### config.mk
export PLATFORM = sky130hd
export DESIGN_NAME = pwm_capture
export DESIGN_NICKNAME = d
export VERILOG_FILES = /design/src/rtl/pwm_io_pkg.sv /design/src/rtl/pwm_edge_detect.sv /design/src/rtl/pwm_capture.sv
export SDC_FILE = /design/constraint.sdc
export NUM_CORES = 1
export LEC_CHECK = 0
export CAP_MARGIN = 0
export CORE_MARGIN = 8
export CORE_UTILIZATION = 50
export CTS_BUF_LIST = sky130_fd_sc_hd__clkbuf_4 sky130_fd_sc_hd__clkbuf_8 sky130_fd_sc_hd__clkbuf_16
export CTS_CLUSTER_DIAMETER = 30
export CTS_CLUSTER_SIZE = 24
export DETAILED_ROUTE_END_ITERATION = 8
export PLACE_DENSITY = 0.72
export SLEW_MARGIN = 25
export SYNTH_ARGS = -nofsm -noshare
export SYNTH_HDL_FRONTEND = slang
export SYNTH_SLANG_ARGS = --single-unit
### constraint.sdc
create_clock -name CLK -period 1.8 [get_ports CLK]
set_input_delay 0.18 -clock CLK [delete_from_list [all_inputs] [get_ports CLK]]
set_output_delay 0.18 -clock CLK [all_outputs]
set_load 0.02 [all_outputs]
### src/rtl/pwm_io_pkg.sv
// Shared types and constants for the PWM capture block.
// Holds the capture FSM state type and the default counter width.
package pwm_io_pkg;

    localparam int unsigned PWM_CNT_WIDTH_DEFAULT = 16;

    typedef enum logic [1:0] {
        IDLE = 2'd0,
        HIGH = 2'd1,
        LOW  = 2'd2
    } pwm_state_e;

endpackage

### src/rtl/pwm_edge_detect.sv
// Two-flop synchronizer, optional glitch filter and rise/fall detection.
// Glitch filter is built only when PWM_CAPTURE_FILTER_EN is defined.
module pwm_edge_detect
    import pwm_io_pkg::*;
#(
    parameter int unsigned FILTER_LEN = 4
) (
    input  logic CLK,
    input  logic _RST,
    input  logic pwm_i,
    output logic rise_o,
    output logic fall_o
);

    logic s1_q;
    logic s2_q;
    logic s3_q;
    logic lvl;

    always_ff @(posedge CLK or negedge _RST) begin
        if (!_RST) begin
            s1_q <= 1'b0;
            s2_q <= 1'b0;
        end else begin
            s1_q <= pwm_i;
            s2_q <= s1_q;
        end
    end

`ifdef PWM_CAPTURE_FILTER_EN
    localparam int unsigned FCW = (FILTER_LEN > 1) ? $clog2(FILTER_LEN) : 1;

    logic           filt_q;
    logic           filt_d;
    logic [FCW-1:0] fcnt_q;
    logic [FCW-1:0] fcnt_d;

    // Counts consecutive cycles the synchronized level differs from the
    // filtered level; any return to the filtered level restarts the count.
    always_comb begin
        filt_d = filt_q;
        fcnt_d = '0;
        if (s2_q != filt_q) begin
            if (fcnt_q == FCW'(FILTER_LEN - 1)) begin
                filt_d = s2_q;
            end else begin
                fcnt_d = fcnt_q + 1'b1;
            end
        end
    end

    always_ff @(posedge CLK or negedge _RST) begin
        if (!_RST) begin
            filt_q <= 1'b0;
            fcnt_q <= '0;
        end else begin
            filt_q <= filt_d;
            fcnt_q <= fcnt_d;
        end
    end

    assign lvl = filt_q;
`else
    logic unused_filter_len;
    assign unused_filter_len = ^FILTER_LEN;
    assign lvl = s2_q;
`endif

    always_ff @(posedge CLK or negedge _RST) begin
        if (!_RST) begin
            s3_q <= 1'b0;
        end else begin
            s3_q <= lvl;
        end
    end

    assign rise_o = lvl & ~s3_q;
    assign fall_o = ~lvl & s3_q;

endmodule

### src/rtl/pwm_capture.sv
// PWM high-time / period capture with valid/ready result handshake.
// Optional input glitch filter enabled by defining PWM_CAPTURE_FILTER_EN.
module pwm_capture
    import pwm_io_pkg::*;
#(
    parameter int unsigned CNT_WIDTH  = PWM_CNT_WIDTH_DEFAULT,
    parameter int unsigned FILTER_LEN = 4
) (
    input  logic                 CLK,
    input  logic                 _RST,
    input  logic                 PWM_IN,
    input  logic                 CLR,
    input  logic                 READY,
    output logic                 VALID,
    output logic [CNT_WIDTH-1:0] HIGH_CNT,
    output logic [CNT_WIDTH-1:0] PERIOD_CNT,
    output logic                 OVERRUN,
    output logic                 TIMEOUT
);

    logic rise;
    logic fall;

    pwm_edge_detect #(
        .FILTER_LEN (FILTER_LEN)
    ) u_edge (
        .CLK    (CLK),
        ._RST   (_RST),
        .pwm_i  (PWM_IN),
        .rise_o (rise),
        .fall_o (fall)
    );

    pwm_state_e           state_q, state_d;
    logic [CNT_WIDTH-1:0] p_q, p_d;
    logic [CNT_WIDTH-1:0] h_q, h_d;
    logic [CNT_WIDTH-1:0] hcnt_q, hcnt_d;
    logic [CNT_WIDTH-1:0] pcnt_q, pcnt_d;
    logic                 valid_q, valid_d;
    logic                 ovr_q, ovr_d;
    logic                 to_q, to_d;
    logic                 done;

    always_comb begin
        state_d = state_q;
        p_d     = p_q;
        h_d     = h_q;
        hcnt_d  = hcnt_q;
        pcnt_d  = pcnt_q;
        valid_d = valid_q;
        ovr_d   = ovr_q;
        to_d    = to_q;
        done    = 1'b0;

        if (CLR) begin
            state_d = IDLE;
            p_d     = '0;
            h_d     = '0;
            hcnt_d  = '0;
            pcnt_d  = '0;
            valid_d = 1'b0;
            ovr_d   = 1'b0;
            to_d    = 1'b0;
        end else begin
            if (rise) begin
                to_d = 1'b0;
            end
            // Saturation outranks any edge seen on the same cycle.
            case (state_q)
                IDLE: begin
                    if (rise) begin
                        state_d = HIGH;
                        p_d     = CNT_WIDTH'(1);
                    end
                end
                HIGH: begin
                    if (p_q == '1) begin
                        state_d = IDLE;
                        to_d    = 1'b1;
                    end else if (rise) begin
                        p_d = CNT_WIDTH'(1);
                    end else begin
                        p_d = p_q + 1'b1;
                        if (fall) begin
                            state_d = LOW;
                            h_d     = p_q;
                        end
                    end
                end
                LOW: begin
                    if (p_q == '1) begin
                        state_d = IDLE;
                        to_d    = 1'b1;
                    end else if (rise) begin
                        state_d = HIGH;
                        p_d     = CNT_WIDTH'(1);
                        done    = 1'b1;
                    end else begin
                        p_d = p_q + 1'b1;
                    end
                end
                default: state_d = IDLE;
            endcase

            if (done) begin
                if (!valid_q || READY) begin
                    valid_d = 1'b1;
                    hcnt_d  = h_q;
                    pcnt_d  = p_q;
                end else begin
                    ovr_d = 1'b1;
                end
            end else if (valid_q && READY) begin
                valid_d = 1'b0;
            end
        end
    end

    always_ff @(posedge CLK or negedge _RST) begin
        if (!_RST) begin
            state_q <= IDLE;
            p_q     <= '0;
            h_q     <= '0;
            hcnt_q  <= '0;
            pcnt_q  <= '0;
            valid_q <= 1'b0;
            ovr_q   <= 1'b0;
            to_q    <= 1'b0;
        end else begin
            state_q <= state_d;
            p_q     <= p_d;
            h_q     <= h_d;
            hcnt_q  <= hcnt_d;
            pcnt_q  <= pcnt_d;
            valid_q <= valid_d;
            ovr_q   <= ovr_d;
            to_q    <= to_d;
        end
    end

    assign VALID      = valid_q;
    assign HIGH_CNT   = hcnt_q;
    assign PERIOD_CNT = pcnt_q;
    assign OVERRUN    = ovr_q;
    assign TIMEOUT    = to_q;

endmodule

After elaboration in Yosys (flattened, before gate mapping)
Index checks and enable logic that the tools add are counted.
{ "op_classes": {"reduce_logical": 17, "add_sub_neg": 1, "mux": 38, "bitwise_logic": 4, "n_eq_ne": 11} }
{ "ops": {"columns": ["op", "count"], "rows": [
  ["two-way mux 16 bit", 15],
  ["one-hot mux 16 bit (2 select lines)", 1],
  ["adder 16 x 1 -> 16 bit (second input constant)", 1],
  ["== test 16 bit (second input constant)", 1],
  ["two-way mux 1 bit", 15],
  ["two-way mux 2 bit", 6],
  ["inequality test 4 bit (second input constant)", 2],
  ["AND reduction 2 bit", 4],
  ["nonzero test 2 bit", 4],
  ["inequality test 2 bit (second input constant)", 3],
  ["inequality test 3 bit (second input constant)", 2],
  ["one-hot mux 2 bit (3 select lines)", 1],
  ["nonzero test 3 bit", 2],
  ["AND reduction 4 bit", 1],
  ["inequality test 3 x 2 -> 1 bit (second input constant)", 1],
  ["AND reduction 3 bit", 1],
  ["AND 1 bit", 2],
  ["== test 2 x 1 -> 1 bit (second input constant)", 1],
  ["== test 2 bit (second input constant)", 1],
  ["logical NOT 2 bit", 1],
  ["inverter 1 bit", 2],
  ["OR reduction 2 bit", 1],
  ["logical AND 1 bit", 1],
  ["logical NOT 1 bit", 1],
  ["logical OR 1 bit", 1]
]} }
{ "word_totals": {"regBits": 72, "in_bits": 5, "out_inout_bits": 35, "wordCells": 82} }

Logic depth before layout (Yosys ltp)
{ "logic_depth": {"depth_word": 8, "ltp_mapped": 7, "ltp_nobuf": 6} }

Cells and area by module
From an unflattened synthesis, not the netlist that was laid out.
{ "hier_totals": {"hier_cells": 384, "area_unflattened_um2": 3598.5} }
{ "by_module_without_submodules": {"columns": ["mod", "seq_area_each_um2", "area_per_inst_um2", "cells_each", "n_inst"], "rows": [
  ["pwm_capture", 1726.7, 3508.4, 379, 1],
  ["pwm_edge_detect", 75.1, 90.1, 5, 1]
]} }

Worst setup path before layout
OpenSTA, ideal clock, no wires.
{ "synth_path": {"path_type": "register to register", "startpoint": "reg state_q[1]", "endpoint": "reg p_q[14]", "path_stages_with_launch": 6, "slack_ns": -0.030, "synth_period_minus_slack_ns": 1.830, "n_path_buf": 0, "t_arrival_ns": 1.719, "t_required_ns": 1.690, "setup_ns": 0.110, "path_cell_list": "dfrtp_1 inv_1 ha_1 nand3b_1 or3_4 o41ai_1"} }
{ "synth_via": {"elab_chain_len": 4, "elab_cells_between_ends": 10} }
{ "synth_rtl": {"columns": ["element", "line", "text"], "rows": [
  ["start: declaration", "pwm_capture.sv:34", "pwm_state_e state_q, state_d;"],
  ["start signal: assignment", "pwm_capture.sv:130", "state_q <= state_d;"],
  ["== test 2 bit / == test 2 x 1 -> 1 bit (equally long branches)", "pwm_capture.sv:69", "case (state_q)"],
  ["OR reduction 2 bit (no line)", null, null],
  ["inequality test 3 bit (no line) (tied with other cells)", null, null],
  ["AND reduction 3 bit (no line) / two-way mux 16 bit (equally long branches)", null, null],
  ["end signal: assignment", "pwm_capture.sv:131", "p_q <= p_d;"],
  ["end: declaration", "pwm_capture.sv:35", "logic [CNT_WIDTH-1:0] p_q, p_d;"]
]} }
Several ways; a longest one is shown, not always the timed one.
A chain may end at the register's enable or synchronous reset.

Worst setup path in the final report
{ "layout_path": {"startpoint": "reg p_q[0]", "endpoint": "reg p_q[11]"} }
{ "layout_via": {"elab_chain_len": 5, "elab_cells_between_ends": 8} }
{ "layout_rtl": {"columns": ["element", "line", "text"], "rows": [
  ["adder 16 x 1 -> 16 bit", "pwm_capture.sv:83, pwm_capture.sv:99", null],
  ["two-way mux 16 bit", "pwm_capture.sv:80, pwm_capture.sv:94", null],
  ["two-way mux 16 bit", "pwm_capture.sv:77", "if (p_q == '1) begin"],
  ["one-hot mux 16 bit (2 select lines)", "pwm_capture.sv:69", null],
  ["two-way mux 16 bit", "pwm_capture.sv:55", "if (CLR) begin"]
]} }
Several ways; a longest one is shown, not always the timed one. The select of a mux whose other input is x is not followed.

==> metrics.yaml <==
ys_types: 38
multiInputGateArea_mm2: 0.00146
mostFrequentLayoutCells: "dfrtp_1 (72), nor2_1 (59), mux2i_1 (46)"
dp_slack_ps: -16.1
syn_area_per_cell_um2: 10.9
setup_violations: 0
worstSetupPathType: "reg2reg"
start_util_pct: 51.9
async_flop_share_pct: 100
vias: 2521
drt_pre_antenna_iters: 4
drt_wl_total_um: 7080
outcome: "complete, no violations"
place_area_mm2: 0.00401
syn_inst: 304
area_growth_pct: 29.3
tightest_slew_ps: 460
finalCriticalPeriod_ps: 1690
drtIter0Drc: 128
synth_warnings: 0
p_per_area_mw_per_mm2: 754
postLayoutCellArea_mm2: 0.00429
htreeDepth: 3
synthesis.nets: 314
end_kind: "flop"
dieArea_mm2: 0.00949
max_freq_mhz: 590
numCtsBuffers: 9
grt_pass1_vias: 2554
layout.nets: 380
clk_path_buf_depth: 2
avgViaCountPerCell: 5.58
whs_ps: 282
drcViolationCount: 0
port_buffers: 39
finalPower_uw: 3230
core_area_mm2: 0.00639
cellLeakagePower_uw: 0.00223
clock_sinks: 72
ys_seq_elements: 72
die_w_um: 97.4
cap_violations: 0
timing.final.crit_share_pct: 94.1
path_clk_slew_ps: 70
fin_skew_ps: 9.47
layout_commonest_cell: "dfrtp_1"
antenna_violating_nets_post_route: 0
cts_tree: "done"
crit_fanout: 5
maxSlewHeadroom_pct: 69.4
min_path_type: "in2reg"
num_antenna_cells: 0
wire_per_inst_um: 15.7
seq_area_mm2: 0.00180
synth_flop_cell: "dfrtp_1"
ios: 40
synth_edf_count: 0
fin_ws_ps: 106
root_buffer: "clkbuf_8"
clk_latency_ps: 350
grt_usage_pct: 15.8
fillerInstances: 498
ys_seq_area_share_pct: 54.4
drive_above_1_share_pct: 18.4
gp_congestion: 0.858
grt_pass1_wl_um: 12500
slew_violations: 0
grt_overflow: 0
netlist_area_mm2: 0.00331
arrival_ps: 1940
num_rows: 29
dp_hpwl_um: 4960
rsz0062_at_grt: "yes"
antenna_found_initial: 0
grt_max_degree: 31
required_ps: 2050
die-height_um: 97.4
vdd_ir_drop_max_uv: 583
hold_viol: 0
crit_path_start_kind: "flop"
==> worst max-delay path, stage by stage, from the launching register on <==
cell and delay (ps):
dfrtp_1 390, ha_1 210, and4_4 170, and4_4 170, or3_4 410, o31ai_1 240
==> where the power goes <==
part	internal [µW]	switching [µW]	total, µW
Clock	682	618	1300
Combinational	121	172	293
Sequential	1630	9.18	1640
Total	2430	800	3230
==> flip-flops by register name, summed over array words and instances (netlist names) <==
register and flops:
PERIOD_CNT 16, TIMEOUT 1, p_q 16, OVERRUN 1, h_q 16, u_edge.lvl 1, HIGH_CNT 16, VALID 1
state_q 2, u_edge.s1_q 1, u_edge.s3_q 1
==> synthesized netlist by cell type, types with 2 or more instances <==
library cell   n  area share (%)
nand3_1        9             1.4
dfrtp_1       72              54
buf_6          2            0.68
clkbuf_1       9             1.0
nor3_1         2            0.30
nand2_1       11             1.2
o21ai_1       11             1.7
ha_1           5             1.9
nor2_1        59             6.7
nand4_1        4            0.75
and2_1         3            0.57
o2bb2ai_1      2            0.53
nor2b_1        4            0.75
buf_2          5            0.75
mux2i_1       48              14
a21oi_1        9             1.4
buf_4          3            0.68
a41oi_1        3            0.79
o21ai_0       12             1.8
inv_1          3            0.34
and4_4         3             1.0
nand3_2        2            0.60
a31oi_1        4            0.75
o31ai_1        5             1.1
==> metal layers <==
layer / GRT usage, % / vias to the layer above / part of all wire (%)
met5: 0 / - / 0
li1: - / 1208 / -
met2: 24.8 / 56 / 47
met4: 5.94 / 0 / 1.7
met1: 19.6 / 1246 / 46
met3: 5.48 / 11 / 5.3
==> timing repair <==
action                     in CTS  in global routing
hold buffers                    1                  0
setup buffers                   0                  1
setup endpoints to repair       3                 44
resized for setup               1                 12
hold endpoints to repair       16                  0
pin swaps                       0                  4
==> stage by stage <==
step                      utilization (%)  std cells  TNS [ps]
final                                67.1        452         0
after global routing                 67.1        452     -84.8
after CTS                            66.3        451         0
after detailed placement             62.8        434     -22.3
after global placement               62.8        434         0
after floorplan                         -        304         0
==> cell type report <==
type                    count  area share [%]
flip-flops and latches     72            42.0
clock buffers              10            3.21
repair buffers             74            16.7
multi-input cells         210            33.9
well taps                  77            2.25
clock inverters             6            1.61
inverters                   3           0.263
==> logic make-up (layout without fill, tap and decap cells) <==
family                     Yosys count  count (layout)  share of synthesized area (%)
and+or+nand+nor                    106             106                           15.9
DFF                                 72              72                           54.4
AOI/OAI and AO/OA                   51              51                           9.93
muxes                               48              48                           14.5
buffers and inverters               22              93                           3.47
adders and majority gates            5               5                           1.89
==> worst paths after layout <==
| path | endpoint | startpoint | cells past startpoint | slack, ps |
|---|---|---|---|---|
| setup / recovery | p_q[11] | p_q[0] | 5 | 110 |
| hold / removal | u_edge.s1_q | PWM_IN | 1 | 280 |
| setup reg to reg | p_q[11] | p_q[0] | 5 | 110 |
| hold reg to reg | u_edge.lvl | u_edge.s1_q | 0 | 350 |
| max in group asynchronous | state_q[1] | _RST | 3 | 920 |
| min in group asynchronous | HIGH_CNT[10] | _RST | 2 | 310 |
No activity file was read; power rests on OpenSTA's default activity.
